`config.mk`:
```
export PLATFORM = sky130hd
export DESIGN_NAME = piso_shift_tx
export DESIGN_NICKNAME = d
export VERILOG_FILES = /design/src/rtl/piso_shift_tx.sv
export SDC_FILE = /design/constraint.sdc
export NUM_CORES = 1
export LEC_CHECK = 0
export BUFFER_PORTS_ARGS = -buffer_cell sky130_fd_sc_hd__buf_2
export CELL_PAD_IN_SITES_DETAIL_PLACEMENT = 0
export CELL_PAD_IN_SITES_GLOBAL_PLACEMENT = 2
export CORE_AREA = 2 2 44 46
export CTS_BUF_LIST = sky130_fd_sc_hd__clkbuf_2 sky130_fd_sc_hd__clkbuf_4 sky130_fd_sc_hd__clkbuf_8
export DETAILED_ROUTE_END_ITERATION = 10
export DIE_AREA = 0 0 46 48
export GPL_ROUTABILITY_DRIVEN = 0
export PLACE_DENSITY_LB_ADDON = 0.1
export SLEW_MARGIN = 10
export SYNTH_ARGS = -nofsm -noshare
export SYNTH_HDL_FRONTEND = slang
export SYNTH_SLANG_ARGS = --single-unit
```
`constraint.sdc`:
```
create_clock -name clk -period 2.2 [get_ports clk]
set_input_delay 0.22 -clock clk [delete_from_list [all_inputs] [get_ports clk]]
set_output_delay 0.22 -clock clk [all_outputs]
set_load 0.03 [all_outputs]
```
`src/rtl/piso_shift_tx.sv`:
```
// ---------------------------------------------------------------------------
// piso_shift_tx
//   Parallel-in serial-out transmitter. It loads a word through a valid/ready
//   handshake and shifts it out MSB first on `so`. The block sits upstream of
//   the 4-bit SIPO left-shift register and drives its `si` input.
//   After a frame, GAP_CYCLES idle bit-times pass before the next load.
//
//   Optional feature: define PISO_PARITY_EN to append one even-parity bit
//   (^din of the captured word) after the data LSB. The frame is then
//   WIDTH+1 bits long.
//
// Parameters
//   WIDTH       data word width (>= 2)
//   GAP_CYCLES  idle cycles after each frame (0 allowed)
//
// Ports
//   clk        rising-edge clock
//   rst        synchronous active-high reset
//   din        parallel word to transmit
//   din_valid  din holds a word to send
//   din_ready  block accepts a word this cycle (IDLE only)
//   so         serial data out, MSB first
//   so_valid   so carries a frame bit this cycle
//   busy       frame or gap in progress
//   done       one-cycle pulse on the final frame bit
//
// All outputs are registered. The next-state block computes the value each
// output must hold in the following cycle.
// ---------------------------------------------------------------------------
module piso_shift_tx #(
    parameter int WIDTH      = 4,
    parameter int GAP_CYCLES = 1
) (
    input  logic             clk,
    input  logic             rst,
    input  logic [WIDTH-1:0] din,
    input  logic             din_valid,
    output logic             din_ready,
    output logic             so,
    output logic             so_valid,
    output logic             busy,
    output logic             done
);

`ifdef PISO_PARITY_EN
    localparam int FRAME_LEN = WIDTH + 1;
`else
    localparam int FRAME_LEN = WIDTH;
`endif

    // The bit counter must be able to hold the value FRAME_LEN.
    localparam int CW = $clog2(FRAME_LEN + 1);
    // The gap counter counts 0..GAP_CYCLES-1. Its width is kept at one bit
    // or more, so the GAP_CYCLES=0 build still elaborates cleanly.
    localparam int GW = (GAP_CYCLES > 1) ? $clog2(GAP_CYCLES) : 1;

    typedef enum logic [1:0] {
        IDLE  = 2'd0,
        SHIFT = 2'd1,
        GAP   = 2'd2
    } state_t;

    state_t               state, state_nxt;
    logic [FRAME_LEN-1:0] shreg, shreg_nxt;
    logic [FRAME_LEN-1:0] load_word;
    logic [CW-1:0]        cnt, cnt_nxt;
    logic [GW-1:0]        gcnt, gcnt_nxt;
    logic                 so_nxt, so_valid_nxt, busy_nxt, done_nxt, din_ready_nxt;
    logic                 handshake;

    // The shift register holds the complete frame, so the parity bit (when
    // present) shifts out through the same path as the data bits.
`ifdef PISO_PARITY_EN
    assign load_word = {din, ^din};
`else
    assign load_word = din;
`endif

    assign handshake = din_valid && din_ready;

    // ------------------------------------------------------------------
    // State and output registers
    // ------------------------------------------------------------------
    always_ff @(posedge clk) begin
        if (rst) begin
            state     <= IDLE;
            shreg     <= '0;
            cnt       <= '0;
            gcnt      <= '0;
            so        <= 1'b0;
            so_valid  <= 1'b0;
            busy      <= 1'b0;
            done      <= 1'b0;
            din_ready <= 1'b1;
        end else begin
            state     <= state_nxt;
            shreg     <= shreg_nxt;
            cnt       <= cnt_nxt;
            gcnt      <= gcnt_nxt;
            so        <= so_nxt;
            so_valid  <= so_valid_nxt;
            busy      <= busy_nxt;
            done      <= done_nxt;
            din_ready <= din_ready_nxt;
        end
    end

    // ------------------------------------------------------------------
    // Next state and next registered outputs
    // ------------------------------------------------------------------
    always_comb begin
        state_nxt     = state;
        shreg_nxt     = shreg;
        cnt_nxt       = cnt;
        gcnt_nxt      = gcnt;
        so_nxt        = 1'b0;
        so_valid_nxt  = 1'b0;
        busy_nxt      = 1'b0;
        done_nxt      = 1'b0;
        din_ready_nxt = 1'b0;

        case (state)
            IDLE: begin
                din_ready_nxt = 1'b1;
                if (handshake) begin
                    // Capture the word. The MSB appears on so in the very
                    // next cycle.
                    state_nxt     = SHIFT;
                    shreg_nxt     = load_word;
                    cnt_nxt       = CW'(1);
                    so_nxt        = load_word[FRAME_LEN-1];
                    so_valid_nxt  = 1'b1;
                    busy_nxt      = 1'b1;
                    din_ready_nxt = 1'b0;
                end
            end

            SHIFT: begin
                if (cnt == CW'(FRAME_LEN)) begin
                    // The final bit was on so this cycle. Leave the frame.
                    cnt_nxt   = '0;
                    shreg_nxt = '0;
                    gcnt_nxt  = '0;
                    if (GAP_CYCLES == 0) begin
                        state_nxt     = IDLE;
                        din_ready_nxt = 1'b1;
                    end else begin
                        state_nxt = GAP;
                        busy_nxt  = 1'b1;
                    end
                end else begin
                    shreg_nxt    = shreg << 1;
                    so_nxt       = shreg_nxt[FRAME_LEN-1];
                    so_valid_nxt = 1'b1;
                    busy_nxt     = 1'b1;
                    cnt_nxt      = cnt + CW'(1);
                    done_nxt     = (cnt_nxt == CW'(FRAME_LEN));
                end
            end

            GAP: begin
                busy_nxt = 1'b1;
                if (gcnt == GW'(GAP_CYCLES - 1)) begin
                    state_nxt     = IDLE;
                    busy_nxt      = 1'b0;
                    din_ready_nxt = 1'b1;
                    gcnt_nxt      = '0;
                end else begin
                    gcnt_nxt = gcnt + GW'(1);
                end
            end

            default: begin
                state_nxt     = IDLE;
                din_ready_nxt = 1'b1;
            end
        endcase
    end

endmodule

```
==> metrics.md, run 1 <==
| Metric | Value |
|---|---|
| Hold path cells | 3 |
| Reg2reg start | cnt[0] |
| Total track usage | 0.115 |
| Slowest stage delay, CP | 0.40 ns |
| Worst skew pair latency | 0.27 ns |
| Post-Syn Instances | 60 |
| First-pass GRT wire length | 1750 um |
| Layout cells sized above 1 | 0.260 |
| Syn_area_per_cell | 9.59 sq um |
| Antenna violations before repair | 0 |
| R2r worst-path depth | 5 |
| Initial Utilization | 0.341 |
| Netlist cell types | 24 |
| Max Transition Viols Final | 0 |
| Maximum clock rate | 0.741 GHz |
| M1 GR Usage | 0.155 |
| Final worst path period share | 0.614 |
| Kind of end point of the critical path | flop |
| DRC | 0 |
| Post-layout util | 0.395 |
| Startpoint Class | flop |
| Gates resized, CTS repair | 0 |
| P_leak | 0.298 nW |
| Buf+Inv Stages, Crit Path | 1 |
| Synth Warn # | 0 |
| Hold Path Origin | din[0] |
| CTS Buf Count | 3 |
| Final nets | 84 |
| Vias per cell | 4.97 |
| Unrepaired setup endpoints after global routing | false |
| Slowest CP cell | dfxtp_1 |
| Commonest non-fill, non-tap cell in the layout | dfxtp_1 |
| Root buffer cell | clkbuf_4 |
| Pwr Total | 0.501 mW |
| Layer carrying the most global-route usage | met2 |
| Die area | about 2200 sq um |
| Post-route setup TNS | 0 ns |
| Final setup viols | 0 |
| Post-DP Area | 637 sq um |
| DIE HEIGHT | approximately 48 um |
| CTS tree | built |
| Final instance area | 667 sq um |
| Worst Max-Slew Pin Slew | 0.371 ns |
| PD cells | 752 nW/um^2 |
| Largest net degree at the start of global routing | 13 |
| GR Util met2 | 0.158 |
| Drt initial violations | 3 |
| Vias in the first global route | 394 |
| Hold endpoint | shreg[0] |
| Fin. Hold Viols | 0 |
| PortBufs | 11 |
| Mapped Area | roughly 580 sq um |
| Crit path max-delay family | flip-flops |
| Die W | 46 um |
| Worst Skew | between 0.0008 and 0.0009 ns |
| Post-CTS Hold Fix Bufs | 0 |
| CTS max path bufs | 2 |
| Diode count | 0 |
| CTS Sinks | 13 |
| Rel. slew slack | 0.752 |
| GRT overflow | 0 |
| Hold WC Path Type | input port to flop |
| Met3 usage | 0.0377 |
| Status | finished, final reports clean |
| Top Ports | 12 |
| Commonest non-fill, non-tap cells in the layout | dfxtp_1, buf_2, a21oi_1 |
| Core Box Area | between 1500 and 2000 sq um |
| Vias after detailed routing | 447 |
| Syn-to-layout area delta | 15.9% |
| Router iterations before antenna repair | 4 |
| Fraction of the yosys area taken by sequential cells | 0.452 |
| FP Rows | 15 |
| Max-capacitance violation count | 0 |
| Clk pin slew, worst setup/hold paths | 0.08 ns |
| Antenna viol nets, final | 0 |
| Critical path class | flop to flop |
| Setup bufs post-CTS | 0 |
| Minimum clock period | 1.35 ns |
| Drt wl/cell | 11.8 um |
| Hpwl dp | 789 um |
| Internal reg-to-reg setup slack | between 0.8 and 0.9 ns |
| WHS | 0.181 ns |
| Worst Path Arrival | between 1.5 and 2 ns |
| Critical Path RT | 2.39 ns |
| CP Cell Sequence | inv_1 > ha_1 > nand2_1 > nand3_2 > a311oi_2 |
| Worst IR Drop VDD | 0.000342 V |
| Yosys reg bits | 13 |
| # H-tree levels | 1 |
| FILL cells | roughly 180 |
| Worst-path maximum fanout | 7 |
| Syn Nets | 70 |
| Routed WL | 1070 um |
| R2r endpoint | shreg[2] |
-- worst max-delay path by stage --
stage / startpoint / endpoint / slack [ns] / depth (start not counted)
after CTS: cnt[0] / shreg[2] / 0.82 / 5
final: cnt[0] / shreg[2] / 0.85 / 5
after floorplan: cnt[0] / shreg[2] / 1.00 / 5
after detailed placement: cnt[0] / shreg[2] / 0.85 / 5
after global routing: cnt[0] / shreg[2] / 0.73 / 5
after global placement: cnt[0] / shreg[2] / 0.89 / 5
-- power by group --
group          total, mW  internal (mW)  switching (mW)  leakage, nW
sequential         0.264          0.252          0.0115        0.107
combinational     0.0797         0.0322          0.0476        0.173
clock              0.158         0.0825          0.0756       0.0184
-- registers in the layout, summed over array words and instances, names as in the netlist --
name	cells
busy	1
cnt	3
din_ready	1
done	1
shreg	3
so	1
so_valid	1
state	2
-- synthesized netlist by cell type --
cell	number	area [sq um]
o21ai_0	3	15.0
nand3_1	1	5.00
a21oi_1	9	45.0
nor2b_1	2	12.5
o211ai_1	1	7.51
nor3b_1	1	7.51
nor3_1	1	5.00
a21o_1	2	15.0
nor2b_2	1	8.76
and4bb_1	2	25.0
o21a_1	1	7.51
nor2_1	3	11.3
nand2_1	2	7.51
buf_6	1	11.3
ha_1	3	37.5
nand3_2	2	20.0
clkbuf_1	1	3.75
nand2b_1	2	12.5
inv_1	5	18.8
a32oi_1	1	8.76
a311oi_2	1	15.0
or3_1	1	6.26
a311oi_1	1	8.76
dfxtp_1	13	260
-- cell families after synthesis --
kind of cell             after synthesis  share of synthesized area
adder cells (fa/ha/maj)                3                     0.0652
buffers and inverters                  7                     0.0587
AO/OA/AOI/OAI                         19                      0.213
flip-flops                            13                      0.452
AND/OR/NAND/NOR                       18                      0.211
-- metal layers --
metal,share of wire,wire (um)
met5,0,0
met4,0,0
met3,0.053,56
met2,0.43,458
met1,0.52,550
-- stage by stage --
| step | setup slack [ns] | std cells |
|---|---|---|
| after global placement | 0.887 | 86 |
| after CTS | 0.824 | 90 |
| after global routing | 0.729 | 90 |
| after detailed placement | 0.848 | 86 |
| final | 0.850 | 90 |
| after floorplan | 1.00 | 60 |
-- worst register-to-register path: stages, from the launching register on --
cell and delay (ns):
dfxtp_1 0.40, inv_1 0.06, ha_1 0.22, nand2_1 0.23, nand3_2 0.12, a311oi_2 0.24
-- final cells by class --
cell class                      instances  area, sq um  share of cell area
Multi-Input combinational cell         40          282               0.422
Sequential cell                        13          260               0.390
Timing Repair Buffer                   11         55.1              0.0826
Clock buffer                            4         30.0              0.0450
Tap cell                               17         21.3              0.0319
Inverter                                5         18.8              0.0281
(Power assumes the default switching activity.)
==> run 2: changes to the inputs <==
--- a/config.mk
+++ b/config.mk
@@ -8,10 +8,10 @@
 export BUFFER_PORTS_ARGS = -buffer_cell sky130_fd_sc_hd__buf_2
 export CELL_PAD_IN_SITES_DETAIL_PLACEMENT = 0
 export CELL_PAD_IN_SITES_GLOBAL_PLACEMENT = 2
-export CORE_AREA = 2 2 44 46
+export CORE_AREA = 2 2 52 42
 export CTS_BUF_LIST = sky130_fd_sc_hd__clkbuf_2 sky130_fd_sc_hd__clkbuf_4 sky130_fd_sc_hd__clkbuf_8
 export DETAILED_ROUTE_END_ITERATION = 10
-export DIE_AREA = 0 0 46 48
+export DIE_AREA = 0 0 54 44
 export GPL_ROUTABILITY_DRIVEN = 0
 export PLACE_DENSITY_LB_ADDON = 0.1
 export SLEW_MARGIN = 10
==> constraint.sdc (replaced) <==
create_clock -name clk -period 1.4 [get_ports clk]
set_input_delay 0.14 -clock clk [delete_from_list [all_inputs] [get_ports clk]]
set_output_delay 0.14 -clock clk [all_outputs]
set_load 0.03 [all_outputs]
==> metrics.md, run 2 (same netlist as run 1, synthesis figures left out) <==
| Metric | Value |
|---|---|
| Total track usage | 0.124 (+0.00850) |
| Dpl cells | 97 (+13%) |
| # H-tree levels | 1 (unchanged) |
| Hold WC Path Type | input port to flop |
| Max-capacitance violation count | 0 (unchanged) |
| CTS max path bufs | 2 (unchanged) |
| Post-route setup TNS | 0 ns (unchanged) |
| R2r worst-path depth | 5 (unchanged) |
| Post-CTS Hold Fix Bufs | 0 (unchanged) |
| Clk pin slew, worst setup/hold paths | 0.08 ns (about the same) |
| Final setup viols | 0 (unchanged) |
| Worst-path maximum fanout | 7 (unchanged) |
| Max Transition Viols Final | 0 (unchanged) |
| Post-place setup slack | 0.0952 ns (-0.753 ns) |
| Status | finished, final reports clean |
| Antenna viol nets, final | 0 (unchanged) |
| Vias after detailed routing | 474 (+6.0%) |
| Diode count | 0 (unchanged) |
| Worst skew pair latency | 0.27 ns (about the same) |
| Worst Max-Slew Pin Slew | 0.317 ns (-0.0540 ns) |
| R2r endpoint | shreg[2] |
| Worst IR Drop VDD | 0.000571 V (+67%) |
| CTS tree | built |
| Vias in the first global route | 440 (+12%) |
| Startpoint Class | flop |
| First-pass GRT wire length | 1980 um (+13%) |
| Worst Path Arrival | 1.48 ns (-0.06 ns) |
| P_leak | 0.319 nW (+6.8%) |
| Pwr Total | 0.809 mW (+61%) |
| Gates resized, CTS repair | 0 (unchanged) |
| Setup ws final | 0.0994 ns (-0.750 ns) |
| Drt initial violations | 5 (+2) |
| Unrepaired setup endpoints after global routing | false |
| Router iterations before antenna repair | 4 (unchanged) |
| Critical path class | flop to flop |
| Top Ports | 12 (unchanged) |
| Rel. slew slack | 0.788 (+0.0366) |
| Kind of end point of the critical path | flop |
| Largest net degree at the start of global routing | 13 (unchanged) |
| Routed WL | 1220 um (+15%) |
| Fin. Hold Viols | 0 (unchanged) |
| WHS | 0.105 ns (-0.0759 ns) |
| Critical path endpoint | shreg[2] |
| Internal reg-to-reg setup slack | 0.1 ns (-0.75 ns) |
| Vias per cell | 4.69 (-5.5%) |
| Biggest regs | cnt: 3 flops, shreg: 3 flops, state: 2 flops |
| Die W | 54 um (+17%) |
| Drt wl/cell | 12.1 um (+2.3%) |
| GRT overflow | 0 (unchanged) |
| Crit. Startpoint | cnt[0] |
| CTS Buf Count | 3 (unchanged) |
| Syn-to-layout area delta | 22.6% |
| Setup bufs post-CTS | 0 (unchanged) |
| FILL cells | 213 (+21%) |
| Core Box Area | 1890 sq um (+12%) |
| Commonest non-fill, non-tap cells in the layout | dfxtp_1, buf_2, a21oi_1 |
| Maximum clock rate | 0.769 GHz (+3.8%) |
| Die area | 2380 sq um (+7.6%) |
| FF/Latch Area | 260 sq um (unchanged) |
| Critical Path RT | 1.58 ns (-0.81 ns) |
| Final nets | 88 (+4.8%) |
| Minimum clock period | 1.30 ns (-0.0496 ns) |
| CTS Sinks | 13 (unchanged) |
| Area of the multi-input gates | 282 sq um (unchanged) |
| Non-Filler Instances | 101 (+12%) |
| Hpwl dp | 873 um (+11%) |
| Final worst path period share | 0.929 (+0.315) |
| PortBufs | 11 (unchanged) |
| Antenna violations before repair | 0 (unchanged) |
| Layout cells sized above 1 | 0.299 (+0.0384) |
| Commonest non-fill, non-tap cell in the layout | dfxtp_1 |
| Initial Utilization | 0.304 (-0.0365) |
| DIE HEIGHT | 44 um (-8.3%) |
| Root buffer cell | clkbuf_4 |
| FP Rows | 14 (-1) |
| Reg2reg start | cnt[0] |
| DRC | 0 (unchanged) |
| Worst Skew | 0.00637 ns (+0.00550 ns) |
| PD cells | 1150 nW/um^2 (+52%) |
[run 2: cell types whose count changed in the layout (fill, tap and decap cells not counted), sizes merged]
cell and delta:
buf +4
[run 2: how the worst min path moves through the flow]
stage | to | slack (ns) | startpoint | cells past startpoint
2_1_floorplan | din_ready | 0.26 | rst | 1
5_1_grt | shreg[0] | 0.11 | din[0] | 3
4_1_cts | shreg[0] | 0.1 | din[0] | 3
3_3_place_gp | shreg[0] | 0.39 | din[0] | 3
3_5_place_dp | shreg[0] | 0.39 | din[0] | 3
6_report | shreg[0] | 0.11 | din[0] | 3
[run 2: where the power goes]
part           total [mW]  switching (mW)  internal, mW
Clock               0.249           0.119         0.130
Combinational       0.148          0.0841        0.0641
Sequential          0.411          0.0152         0.396
[run 2: stage by stage]
stage          instance area (sq um)   util
3_5_place_dp                     676  0.357
3_3_place_gp                     676  0.357
4_1_cts                          706  0.373
6_report                         706  0.373
5_1_grt                          706  0.373
2_1_floorplan                    576      -
[run 2: layout make-up]
type                    count  area share
clock buffers               4      0.0426
flip-flops and latches     13       0.369
multi-input cells          40       0.399
well taps                  24      0.0426
repair buffers             15       0.121
inverters                   5      0.0266
[run 2: layer usage]
metal / track usage / up-vias / routed length (um)
met4: 0.0300 / 0 / 13
li1: - / 249 / -
met5: 0 / - / 0
met3: 0.0724 / 2 / 83
met2: 0.168 / 14 / 453
met1: 0.167 / 209 / 672
[run 2: worst max-delay path, stage by stage, from the launching register on]
cell      delay [ns]
dfxtp_1         0.33
inv_1           0.04
ha_1            0.22
nand2_1         0.27
nand3_2         0.11
a311oi_2        0.24
==> run 3: changes to the inputs <==
--- a/config.mk
+++ b/config.mk
@@ -5,7 +5,7 @@
 export SDC_FILE = /design/constraint.sdc
 export NUM_CORES = 1
 export LEC_CHECK = 0
-export BUFFER_PORTS_ARGS = -buffer_cell sky130_fd_sc_hd__buf_2
+export BUFFER_PORTS_ARGS = -buffer_cell sky130_fd_sc_hd__buf_4
 export CELL_PAD_IN_SITES_DETAIL_PLACEMENT = 0
 export CELL_PAD_IN_SITES_GLOBAL_PLACEMENT = 2
 export CORE_AREA = 2 2 52 42
@@ -13,7 +13,7 @@
 export DETAILED_ROUTE_END_ITERATION = 10
 export DIE_AREA = 0 0 54 44
 export GPL_ROUTABILITY_DRIVEN = 0
-export PLACE_DENSITY_LB_ADDON = 0.1
+export PLACE_DENSITY_LB_ADDON = 0.05
 export SLEW_MARGIN = 10
 export SYNTH_ARGS = -nofsm -noshare
 export SYNTH_HDL_FRONTEND = slang
==> metrics.md, run 3 (same netlist as run 1, synthesis figures left out) <==
| Metric | Value |
|---|---|
| Commonest non-fill, non-tap cell in the layout | buf_4 |
| Reg2reg start | cnt[1] |
| Gates resized, CTS repair | 0 (unchanged) |
| Setup ws final | 0.0844 ns (-0.0150 ns) |
| Vias per cell | 4.57 (-2.5%) |
| DRC | 0 (unchanged) |
| Worst-path maximum fanout | 7 (unchanged) |
| Slowest stage delay, CP | 0.37 ns (+0.04 ns) |
| Post-CTS Hold Fix Bufs | 0 (unchanged) |
| Critical Path RT | 1.58 ns (about the same) |
| Core Box Area | 1890 sq um (unchanged) |
| Total track usage | 0.120 (-0.00353) |
| Vias in the first global route | 409 (-7.0%) |
| Commonest non-fill, non-tap cells in the layout | buf_4, dfxtp_1, a21oi_1 |
| Internal reg-to-reg setup slack | 0.08 ns (-0.02 ns) |
| CTS max path bufs | 2 (unchanged) |
| Hold path cells | 3 (unchanged) |
| Routed WL | 1180 um (-3.4%) |
| Biggest regs | cnt: 3 flops, shreg: 3 flops, state: 2 flops |
| PortBufs | 11 (unchanged) |
| CTS Sinks | 13 (unchanged) |
| Hold WC Path Type | input port to flop |
| FILL cells | 207 (-2.8%) |
| Initial Utilization | 0.304 (unchanged) |
| Final nets | 88 (unchanged) |
| Fin. Hold Viols | 0 (unchanged) |
| Antenna viol nets, final | 0 (unchanged) |
| Layout cells sized above 1 | 0.299 (unchanged) |
| Slowest CP cell | dfxtp_1 |
| Top Ports | 12 (unchanged) |
| DIE HEIGHT | 44 um (unchanged) |
| Setup bufs post-CTS | 0 (unchanged) |
| Worst Skew | 0.00379 ns (-0.00257 ns) |
| Post-route setup TNS | 0 ns (unchanged) |
| Hold endpoint | shreg[0] |
| Drt initial violations | 6 (+1) |
| P_leak | 0.326 nW (+2.3%) |
| Worst skew pair latency | 0.27 ns (about the same) |
| Status | finished, final reports clean |
| Post-place setup slack | 0.0884 ns (-0.00681 ns) |
| Die area | 2380 sq um (unchanged) |
| R2r worst-path depth | 5 (unchanged) |
| Antenna violations before repair | 0 (unchanged) |
| Root buffer cell | clkbuf_4 |
| Largest net degree at the start of global routing | 13 (unchanged) |
| Max-capacitance violation count | 0 (unchanged) |
| Pwr Total | 0.807 mW (-0.20%) |
| Area of the multi-input gates | 282 sq um (unchanged) |
| CTS tree | built |
| Worst IR Drop VDD | 0.000500 V (-12%) |
| Die W | 54 um (unchanged) |
| Minimum clock period | 1.32 ns (+0.0150 ns) |
| FF/Latch Area | 260 sq um (unchanged) |
| Final setup viols | 0 (unchanged) |
| CP Cell Sequence | inv_1 > ha_1 > nand2_1 > nand3_2 > a311oi_2 |
| # H-tree levels | 1 (unchanged) |
| First-pass GRT wire length | 1950 um (-1.8%) |
| Hpwl dp | 895 um (+2.5%) |
| PD cells | 1100 nW/um^2 (-4.0%) |
| Max Transition Viols Final | 0 (unchanged) |
| Diode count | 0 (unchanged) |
| Rel. slew slack | 0.738 (-0.0506) |
| GRT overflow | 0 (unchanged) |
| FP Rows | 14 (unchanged) |
| Worst Max-Slew Pin Slew | 0.392 ns (+0.0750 ns) |
| Clk pin slew, worst setup/hold paths | 0.08 ns (about the same) |
| Startpoint Class | flop |
| Unrepaired setup endpoints after global routing | false |
| Kind of end point of the critical path | flop |
| Hold Path Origin | din[0] |
| Syn-to-layout area delta | 27.4% |
| CTS Buf Count | 3 (unchanged) |
| Drt wl/cell | 11.7 um (-3.4%) |
| Worst Path Arrival | 1.50 ns (+0.02 ns) |
| Final worst path period share | 0.940 (+0.0107) |
| Router iterations before antenna repair | 4 (unchanged) |
| Maximum clock rate | 0.760 GHz (-1.1%) |
| R2r endpoint | shreg[2] |
| Vias after detailed routing | 462 (-2.5%) |
| Critical path class | flop to flop |
-- run 3: metrics by stage --
step / std cells / area [sq um] / hold slack [ns] / util
2_1_floorplan: 60 / 576 / 0.263 / -
5_1_grt: 101 / 733 / 0.0998 / 0.388
6_report: 101 / 733 / 0.115 / 0.388
3_3_place_gp: 97 / 703 / 0.390 / 0.372
3_5_place_dp: 97 / 703 / 0.398 / 0.372
4_1_cts: 101 / 733 / 0.0997 / 0.388
-- run 3: worst max path at each step --
stage | from | endpoint | slack (ns) | cells past startpoint
final | cnt[1] | shreg[2] | 0.08 | 5
after global placement | cnt[1] | shreg[2] | 0.15 | 5
after global routing | cnt[1] | shreg[2] | 0.02 | 5
after CTS | cnt[1] | shreg[2] | 0.07 | 5
after detailed placement | cnt[1] | shreg[2] | 0.09 | 5
after floorplan | cnt[0] | shreg[2] | 0.20 | 5
-- run 3: metal layers --
metal	vias up	GRT usage	share of wire
met5	-	0	0
met4	0	0.0300	0.011
met3	2	0.0621	0.063
met2	10	0.159	0.38
met1	203	0.171	0.54
li1	247	-	-
-- run 3: area by class of cell --
| cell class | count | share of cell area |
|---|---|---|
| timing repair buffer | 15 | 0.154 |
| inverter | 5 | 0.0256 |
| tap | 24 | 0.0410 |
| clock buffer | 4 | 0.0410 |
| sequential | 13 | 0.355 |
| multi-input combinational | 40 | 0.384 |
-- run 3: report_power, final --
group | switching [mW] | internal (mW)
Combinational | 0.0841 | 0.0725
Sequential | 0.0147 | 0.396
Clock | 0.110 | 0.130
-- run 3: critical path, delay by kind of cell (launching register included) --
| kind | cells | cell delay, ns |
|---|---|---|
| DFF | 1 | 0.37 |
| adders and majority gates | 1 | 0.20 |
| buffers and inverters | 1 | 0.06 |
| AOI/OAI and AO/OA | 1 | 0.24 |
| and+or+nand+nor | 2 | 0.35 |
